### config.mk
export PLATFORM = sky130hd
export DESIGN_NAME = div_bcd_formatter
export DESIGN_NICKNAME = d
export VERILOG_FILES = /design/src/rtl/div_fmt_pkg.sv /design/src/rtl/bcd_dabble_lane.sv /design/src/rtl/div_bcd_formatter.sv
export SDC_FILE = /design/constraint.sdc
export NUM_CORES = 1
export LEC_CHECK = 0
export CAP_MARGIN = 20
export CORE_UTILIZATION = 50
export CTS_CLUSTER_DIAMETER = 100
export DETAILED_ROUTE_END_ITERATION = 8
export PLACE_DENSITY = 0.88
export SLEW_MARGIN = 20
export SYNTH_ARGS = -nofsm -noshare
export SYNTH_HDL_FRONTEND = slang
export SYNTH_HIERARCHICAL = 1
export SYNTH_SLANG_ARGS = --single-unit
### constraint.sdc
create_clock -name clk -period 1.8 [get_ports clk]
set_clock_uncertainty 0.05 [all_clocks]
set_input_delay 0.27 -clock clk [delete_from_list [all_inputs] [get_ports clk]]
set_output_delay 0.27 -clock clk [all_outputs]
set_load 0.05 [all_outputs]
### src/rtl/div_fmt_pkg.sv
// Shared types and constants for the divider result BCD formatter.
package div_fmt_pkg;
    typedef enum logic [1:0] {IDLE, CONV, HOLD} state_t;

    localparam int unsigned W_DEF          = 16;
    localparam int unsigned DIGITS_DEF     = 5;
    localparam int unsigned BCD_ADJ_THRESH = 5;
    localparam int unsigned BCD_ADJ_ADD    = 3;
endpackage

### src/rtl/bcd_dabble_lane.sv
// One shift-add-3 conversion lane: binary shift register plus packed BCD accumulator.
module bcd_dabble_lane
    import div_fmt_pkg::*;
#(
    parameter int unsigned W      = W_DEF,
    parameter int unsigned DIGITS = DIGITS_DEF
) (
    input  logic                  clk,
    input  logic                  reset,
    input  logic                  load,
    input  logic                  step,
    input  logic [W-1:0]          din,
    output logic [4*DIGITS-1:0]   bcd
);

    logic [W-1:0]        bin;
    logic [4*DIGITS-1:0] acc;
    logic [4*DIGITS-1:0] adj;

    // Each nibble is adjusted independently; the +3 wraps within 4 bits.
    always_comb begin
        adj = acc;
        for (int unsigned d = 0; d < DIGITS; d++) begin
            if (acc[4*d +: 4] >= 4'(BCD_ADJ_THRESH))
                adj[4*d +: 4] = acc[4*d +: 4] + 4'(BCD_ADJ_ADD);
        end
    end

    always_ff @(posedge clk or negedge reset) begin
        if (!reset) begin
            bin <= '0;
            acc <= '0;
        end else if (load) begin
            bin <= din;
            acc <= '0;
        end else if (step) begin
            {acc, bin} <= {adj, bin} << 1;
        end
    end

    assign bcd = acc;

endmodule

### src/rtl/div_bcd_formatter.sv
// Captures divider quotient/remainder, converts both to packed BCD and hands them
// to a valid/ready sink, with a one-entry pending buffer for results arriving while busy.
module div_bcd_formatter
    import div_fmt_pkg::*;
#(
    parameter int unsigned W      = W_DEF,
    parameter int unsigned DIGITS = DIGITS_DEF
) (
    input  logic                  clk,
    input  logic                  reset,
    input  logic [W-1:0]          qt,
    input  logic [W-1:0]          rm,
    input  logic                  ordy,
    input  logic                  out_ready,
    input  logic                  err_clr,
    output logic [4*DIGITS-1:0]   q_bcd,
    output logic [4*DIGITS-1:0]   r_bcd,
    output logic                  bcd_valid,
    output logic                  busy,
    output logic                  ovf_err
);

    localparam int unsigned CW = $clog2(W);

    state_t         state, state_nxt;
    logic [CW-1:0]  cnt;
    logic           pending_v;
    logic [W-1:0]   pend_q, pend_r;

    logic           lane_load, lane_step, use_pend;
    logic           pend_wr, pend_clr, ovf_set;
    logic [W-1:0]   q_din, r_din;

    always_ff @(posedge clk or negedge reset) begin
        if (!reset) state <= IDLE;
        else        state <= state_nxt;
    end

    // In HOLD with a handshake, a buffered result always goes first; a new ordy
    // then refills the buffer instead of raising an error.
    always_comb begin
        state_nxt = state;
        lane_load = 1'b0;
        lane_step = 1'b0;
        use_pend  = 1'b0;
        pend_wr   = 1'b0;
        pend_clr  = 1'b0;
        ovf_set   = 1'b0;
        case (state)
            IDLE: begin
                if (ordy) begin
                    lane_load = 1'b1;
                    state_nxt = CONV;
                end
            end
            CONV: begin
                lane_step = 1'b1;
                if (cnt == '0) state_nxt = HOLD;
                if (ordy) begin
                    if (pending_v) ovf_set = 1'b1;
                    else           pend_wr = 1'b1;
                end
            end
            HOLD: begin
                if (out_ready) begin
                    if (pending_v) begin
                        lane_load = 1'b1;
                        use_pend  = 1'b1;
                        state_nxt = CONV;
                        if (ordy) pend_wr  = 1'b1;
                        else      pend_clr = 1'b1;
                    end else if (ordy) begin
                        lane_load = 1'b1;
                        state_nxt = CONV;
                    end else begin
                        state_nxt = IDLE;
                    end
                end else if (ordy) begin
                    if (pending_v) ovf_set = 1'b1;
                    else           pend_wr = 1'b1;
                end
            end
            default: state_nxt = IDLE;
        endcase
    end

    always_comb begin
        bcd_valid = (state == HOLD);
        busy      = (state != IDLE) || pending_v;
    end

    always_ff @(posedge clk or negedge reset) begin
        if (!reset) begin
            cnt       <= '0;
            pending_v <= 1'b0;
            pend_q    <= '0;
            pend_r    <= '0;
            ovf_err   <= 1'b0;
        end else begin
            if (lane_load)
                cnt <= CW'(W - 1);
            else if (lane_step && cnt != '0)
                cnt <= cnt - 1'b1;

            if (pend_wr) begin
                pend_q    <= qt;
                pend_r    <= rm;
                pending_v <= 1'b1;
            end else if (pend_clr) begin
                pending_v <= 1'b0;
            end

            if (ovf_set)      ovf_err <= 1'b1;
            else if (err_clr) ovf_err <= 1'b0;
        end
    end

    assign q_din = use_pend ? pend_q : qt;
    assign r_din = use_pend ? pend_r : rm;

    bcd_dabble_lane #(.W(W), .DIGITS(DIGITS)) u_lane_q (
        .clk   (clk),
        .reset (reset),
        .load  (lane_load),
        .step  (lane_step),
        .din   (q_din),
        .bcd   (q_bcd)
    );

    bcd_dabble_lane #(.W(W), .DIGITS(DIGITS)) u_lane_r (
        .clk   (clk),
        .reset (reset),
        .load  (lane_load),
        .step  (lane_step),
        .din   (r_din),
        .bcd   (r_bcd)
    );

endmodule

# Word level (Yosys, flattened, before mapping)
# Index checks and enable logic that the tools add are counted.
# classes
n_addsub	11
magnitude_cmp	10
eq_ne	5
n_mux	52
reduce_logical	11
# ops
op	n
$mux W16	6
$mux W20	4
$ge A4 B3 Y1 const B	10
$mux W4	10
$add A4 B2 Y4 const B	8
$mux W1	23
$reduce_bool A2 Y1	5
$add A3 B2 Y3 const B	2
$mux W2	3
$mux W3	2
$ne A2 B2 Y1 const B	3
$pmux W1 S2	3
$pmux W2 S3	1
$logic_not A4 Y1	1
$reduce_bool A4 Y1	1
$sub A4 B1 Y4 const B	1
$reduce_and A3 Y1	1
$eq A2 B1 Y1 const B	1
$eq A2 B2 Y1 const B	1
$logic_not A2 Y1	1
$logic_and A1 B1 Y1	1
$logic_or A1 B1 Y1	1
# word_totals
regBits	112
output_inout_bits	43
elab_cells	99

# Longest topological paths before layout
# logic_depth
ltp_word	6
ltp_mapped	10
depth_no_buf	8

# By module
# The synthesis kept the hierarchy.
# modules_own_cells
mod	instances	cells_per_inst	area_each_um2	seq_area_each_um2
bcd_dabble_lane	2	208	2014.4	900.9
div_bcd_formatter	1	161	2152.1	1001.0

# Worst setup path before layout
# OpenSTA, ideal clock, no wires.
# synth_timing
path_type	flip-flop to flip-flop
from	register state[0]
to	register u_lane_q.acc[0], in the netlist u_lane_q/bcd[0]
t_arrival_ps	2129
setup_slack_ps	-512
stages_incl_launch_ff	10
period_less_slack_ps	2312
cell_sequence	dfrtp_1 inv_1 ha_1 nand2_1 o22a_1 inv_1 buf_2 buf_4 clkbuf_1 nor2_1
# synth_via
elab_chain_cells	3
word_cells_on_any_way	7
# synth_lines
item	line	text
start, declared	div_bcd_formatter.sv:25	state_t state, state_nxt;
start signal, assigned	div_bcd_formatter.sv:36	else state <= state_nxt;
$eq A2 B2 Y1 (*)	--	
net bcd_valid	div_bcd_formatter.sv:18	output logic bcd_valid,
$pmux W1 S2 (*)	div_bcd_formatter.sv:49	case (state)
net lane_load	div_bcd_formatter.sv:30	logic lane_load, lane_step, use_pend;
$mux W20 / $reduce_bool A2 Y1 (equally long branches)	--	
end signal, assigned	bcd_dabble_lane.sv:37	{acc, bin} <= {adj, bin} << 1;
end, declared	bcd_dabble_lane.sv:17	logic [4*DIGITS-1:0] acc;
# The timed path passes the listed nets; every way through them passes the cells marked *.
# A chain may end at the register's enable or synchronous reset.

# Worst setup path in the final report
# layout_timing
from	register state[1]
to	register u_lane_r.acc[5], in the netlist u_lane_r/bcd[5]
# layout_via
elab_chain_cells	3
word_cells_on_any_way	7
# layout_lines
item	line
$eq A2 B2 Y1 / $logic_not A2 Y1 (equally long branches)	div_bcd_formatter.sv:49
$pmux W1 S2 (*)	div_bcd_formatter.sv:49
net lane_load	div_bcd_formatter.sv:30
$mux W20 / $reduce_bool A2 Y1 (equally long branches)	--
end signal, assigned	bcd_dabble_lane.sv:37
end, declared	bcd_dabble_lane.sv:17
# Marked as above.

==> flow_summary.ini <==
[outcome]
status = finished, violations left
violations = setup timing

[timing]
fin_tns_setup_ns = -4.77
finalCritPeriodShare = 1.08
rsz0062_at_grt = true
maxSlewViolCount = 0
hold_ws_ns = 0.375
hold_viol = 0
worstMarginPinSlew_ns = 0.483
slew_headroom = 0.678
setup_viol = 64
max_freq_mhz = 515
setup_slack_ns = -0.142
finalCriticalPeriod_ns = 1.94

[synth]
synth.largest_area_cell = dfrtp_1
async_flop_share = 1.00
synth_top_cell_area_share = 0.453
synthFlopType = dfrtp_1
syn_nets = 641
synthCells = 577
syn_area_sq_um = 6180
yosys-top-cells-area = dfrtp_1 45%, mux2_2 11%, ha_1 5.5%, mux2i_1 5.2%, o21ai_0 4.5%
syn-mean-instance-area_sq_um = 10.7
synth_edf_count = 0
synth_cell_types = 50
ys_warn_count = 6
ys_ff_latch = 112
yosysSeqAreaShare = 0.453

[finish]
stdcell_area_sq_um = 8250
drive_gt1_frac = 0.368
final_common_cell = dfrtp_1
final_cell_mix = 95 x dfrtp_1, 84 x buf_4, 56 x nand2_1, 50 x o21ai_0, 35 x clkdlybuf4s50_1
area_growth_pct = 33.4
layout.nets = 761
diodes = 0
final.fill_count = 811

[critical_path]
path_cells = inv_2 -> ha_4 -> a21oi_2 -> o22a_1 -> inv_2 -> buf_12 -> or4b_4 -> o311ai_2
startpoint = state[1]
reg2reg_from = state[1]
cp.buffers_inverters = 3
crit_top_cell = inv_2
critPathMaxStageDelay_ns = 0.49
r2r_setup_slack_ns = -0.14
worstRegToRegCells = 8
critPathKind = register to register
endpoint = u_lane_r/bcd[5]
cp_top_family = simple AND/OR/NAND/NOR gates
worst_ep_arrival_time_ns = 2.12
worstPathRequired_ns = 1.98
cp-end-kind = register
cp.depth = 8
startpoint_type = register
critPathSlowestCell = or4b_4
r2r_end = u_lane_r/bcd[5]
cp_max_fo = 21

[place]
dpl_worst_slack_ns = -0.381
port-buffer-count = 79
gp_congestion = 0.855
dpl_cell_area_sq_um = 7320
hpwl_microns = 9730

[power]
total_power_mw = 14.4
p_leak_nw = 3.62
cellPowerDensity_nw_per_um2 = 1750
ir_worst_vdd_uv = 1070

[drt]
first_pass_iters = 5
wl_per_cell_microns = 18.9
drc = 0
wirelength_microns = 16000
detail-route-antenna-nets = 0
first_iter_violations = 344
vias_per_cell = 5.98
vias = 5078

[floorplanning]
die_h_microns = 113
core_area_sq_um = 12000
start_util = 0.515
rows = 40
dieArea_sq_um = 12800
pin_count = 80
die_w_microns = 113

[clock_network]
clock_path_buffers = 2
cts_tree = yes
numCtsBuffers = 9
clk_pin_slew_ns = 0.07
clkLatencyLatePin_ns = 0.35
cts_root_buffer = clkbuf_16
htree_levels = 3
cts.sinks = 112

[global_routing]
track_usage = 0.242
antenna_found_initial = 0
grt_pass1_vias = 5083
grt_pass1_wl_microns = 24700
gr-total-overflow = 0
grt_max_degree = 46

[hold_path]
hold_path.class = primary input to asynchronous set/reset pin

[job]
drv_cap = 0
-- cell usage after synthesis (8+ instances only) --
library cell,number
buf_4,10
ha_1,27
o311ai_1,8
buf_2,15
nand4_1,10
nor2_1,10
mux2i_1,32
mux2_2,62
or4b_1,8
dfrtp_1,112
nand3_1,11
nand2_1,58
o21ai_0,56
inv_1,33
a21oi_1,23
nand2b_1,10
o32ai_1,8
-- stage by stage --
step                 util  instances
finish              0.686        849
global route        0.686        849
CTS                 0.653        841
detailed placement  0.610        816
global placement    0.610        816
floorplan               -        577
-- flip-flops by register name, summed over array words and instances (netlist names) --
register	count
u_lane_q/bcd	20
u_lane_r/bcd	20
pend_q	16
pend_r	16
u_lane_q/bin	16
u_lane_r/bin	16
cnt	4
state	2
ovf_err	1
pending_v	1
-- worst min path at each step --
stage	start	end	slack, ns	cells past startpoint
after floorplan	reset	cnt[0]	-0.08	0
after CTS	reset	u_lane_q/bin[0]	0.37	2
after global routing	reset	u_lane_q/bin[2]	0.41	2
after detailed placement	reset	pend_q[9]	0.21	1
after global placement	reset	pend_q[8]	0.20	1
final	reset	pend_q[9]	0.38	2
-- cells by family (layout without fill, tap and decap cells) --
logic type	Yosys count	count (layout)	share of synthesized area
adder cells (fa/ha/maj)	27	27	0.0547
flip-flops	112	112	0.453
AND/OR/NAND/NOR	131	131	0.111
AO/OA/AOI/OAI	133	133	0.143
multiplexers	100	100	0.176
buffers and inverters	68	193	0.0540
XOR/XNOR	6	6	0.00850
-- layout make-up --
class | count | area, sq um | area share
tap | 147 | 184 | 0.0223
clock buffer | 9 | 225 | 0.0273
timing repair buffer | 142 | 1390 | 0.168
inverter | 35 | 136 | 0.0165
clock inverter | 7 | 118 | 0.0143
sequential | 112 | 2820 | 0.342
multi-input combinational | 397 | 3370 | 0.409
-- repair_timing --
item	CTS	global route
hold buffers	1	0
setup endpoints to repair	78	84
cloned	2	1
pin swaps	3	9
resized for setup	24	79
hold endpoints to repair	33	0
setup buffers	6	7
-- report_power, final --
group	internal (mW)	leakage [nW]	switching, mW	total, mW
registers	3.56	1.39	0.837	4.39
clock network	1.36	0.170	0.949	2.31
logic	3.65	2.06	4.07	7.72
-- worst register-to-register path, stage by stage, from the launching register on --
cell and delay, ns:
dfrtp_2 0.42, inv_2 0.08, ha_4 0.17, a21oi_2 0.10, o22a_1 0.18, inv_2 0.08
buf_12 0.16, or4b_4 0.50, o311ai_2 0.09
-- metal layers --
metal	global-route usage	up-vias	routed length, microns
met5	0	-	0
met4	0.0711	0	261
met3	0.0428	28	731
met2	0.421	172	8190
met1	0.308	2563	6850
li1	-	2315	-
Power figures use the tool's default switching activity.
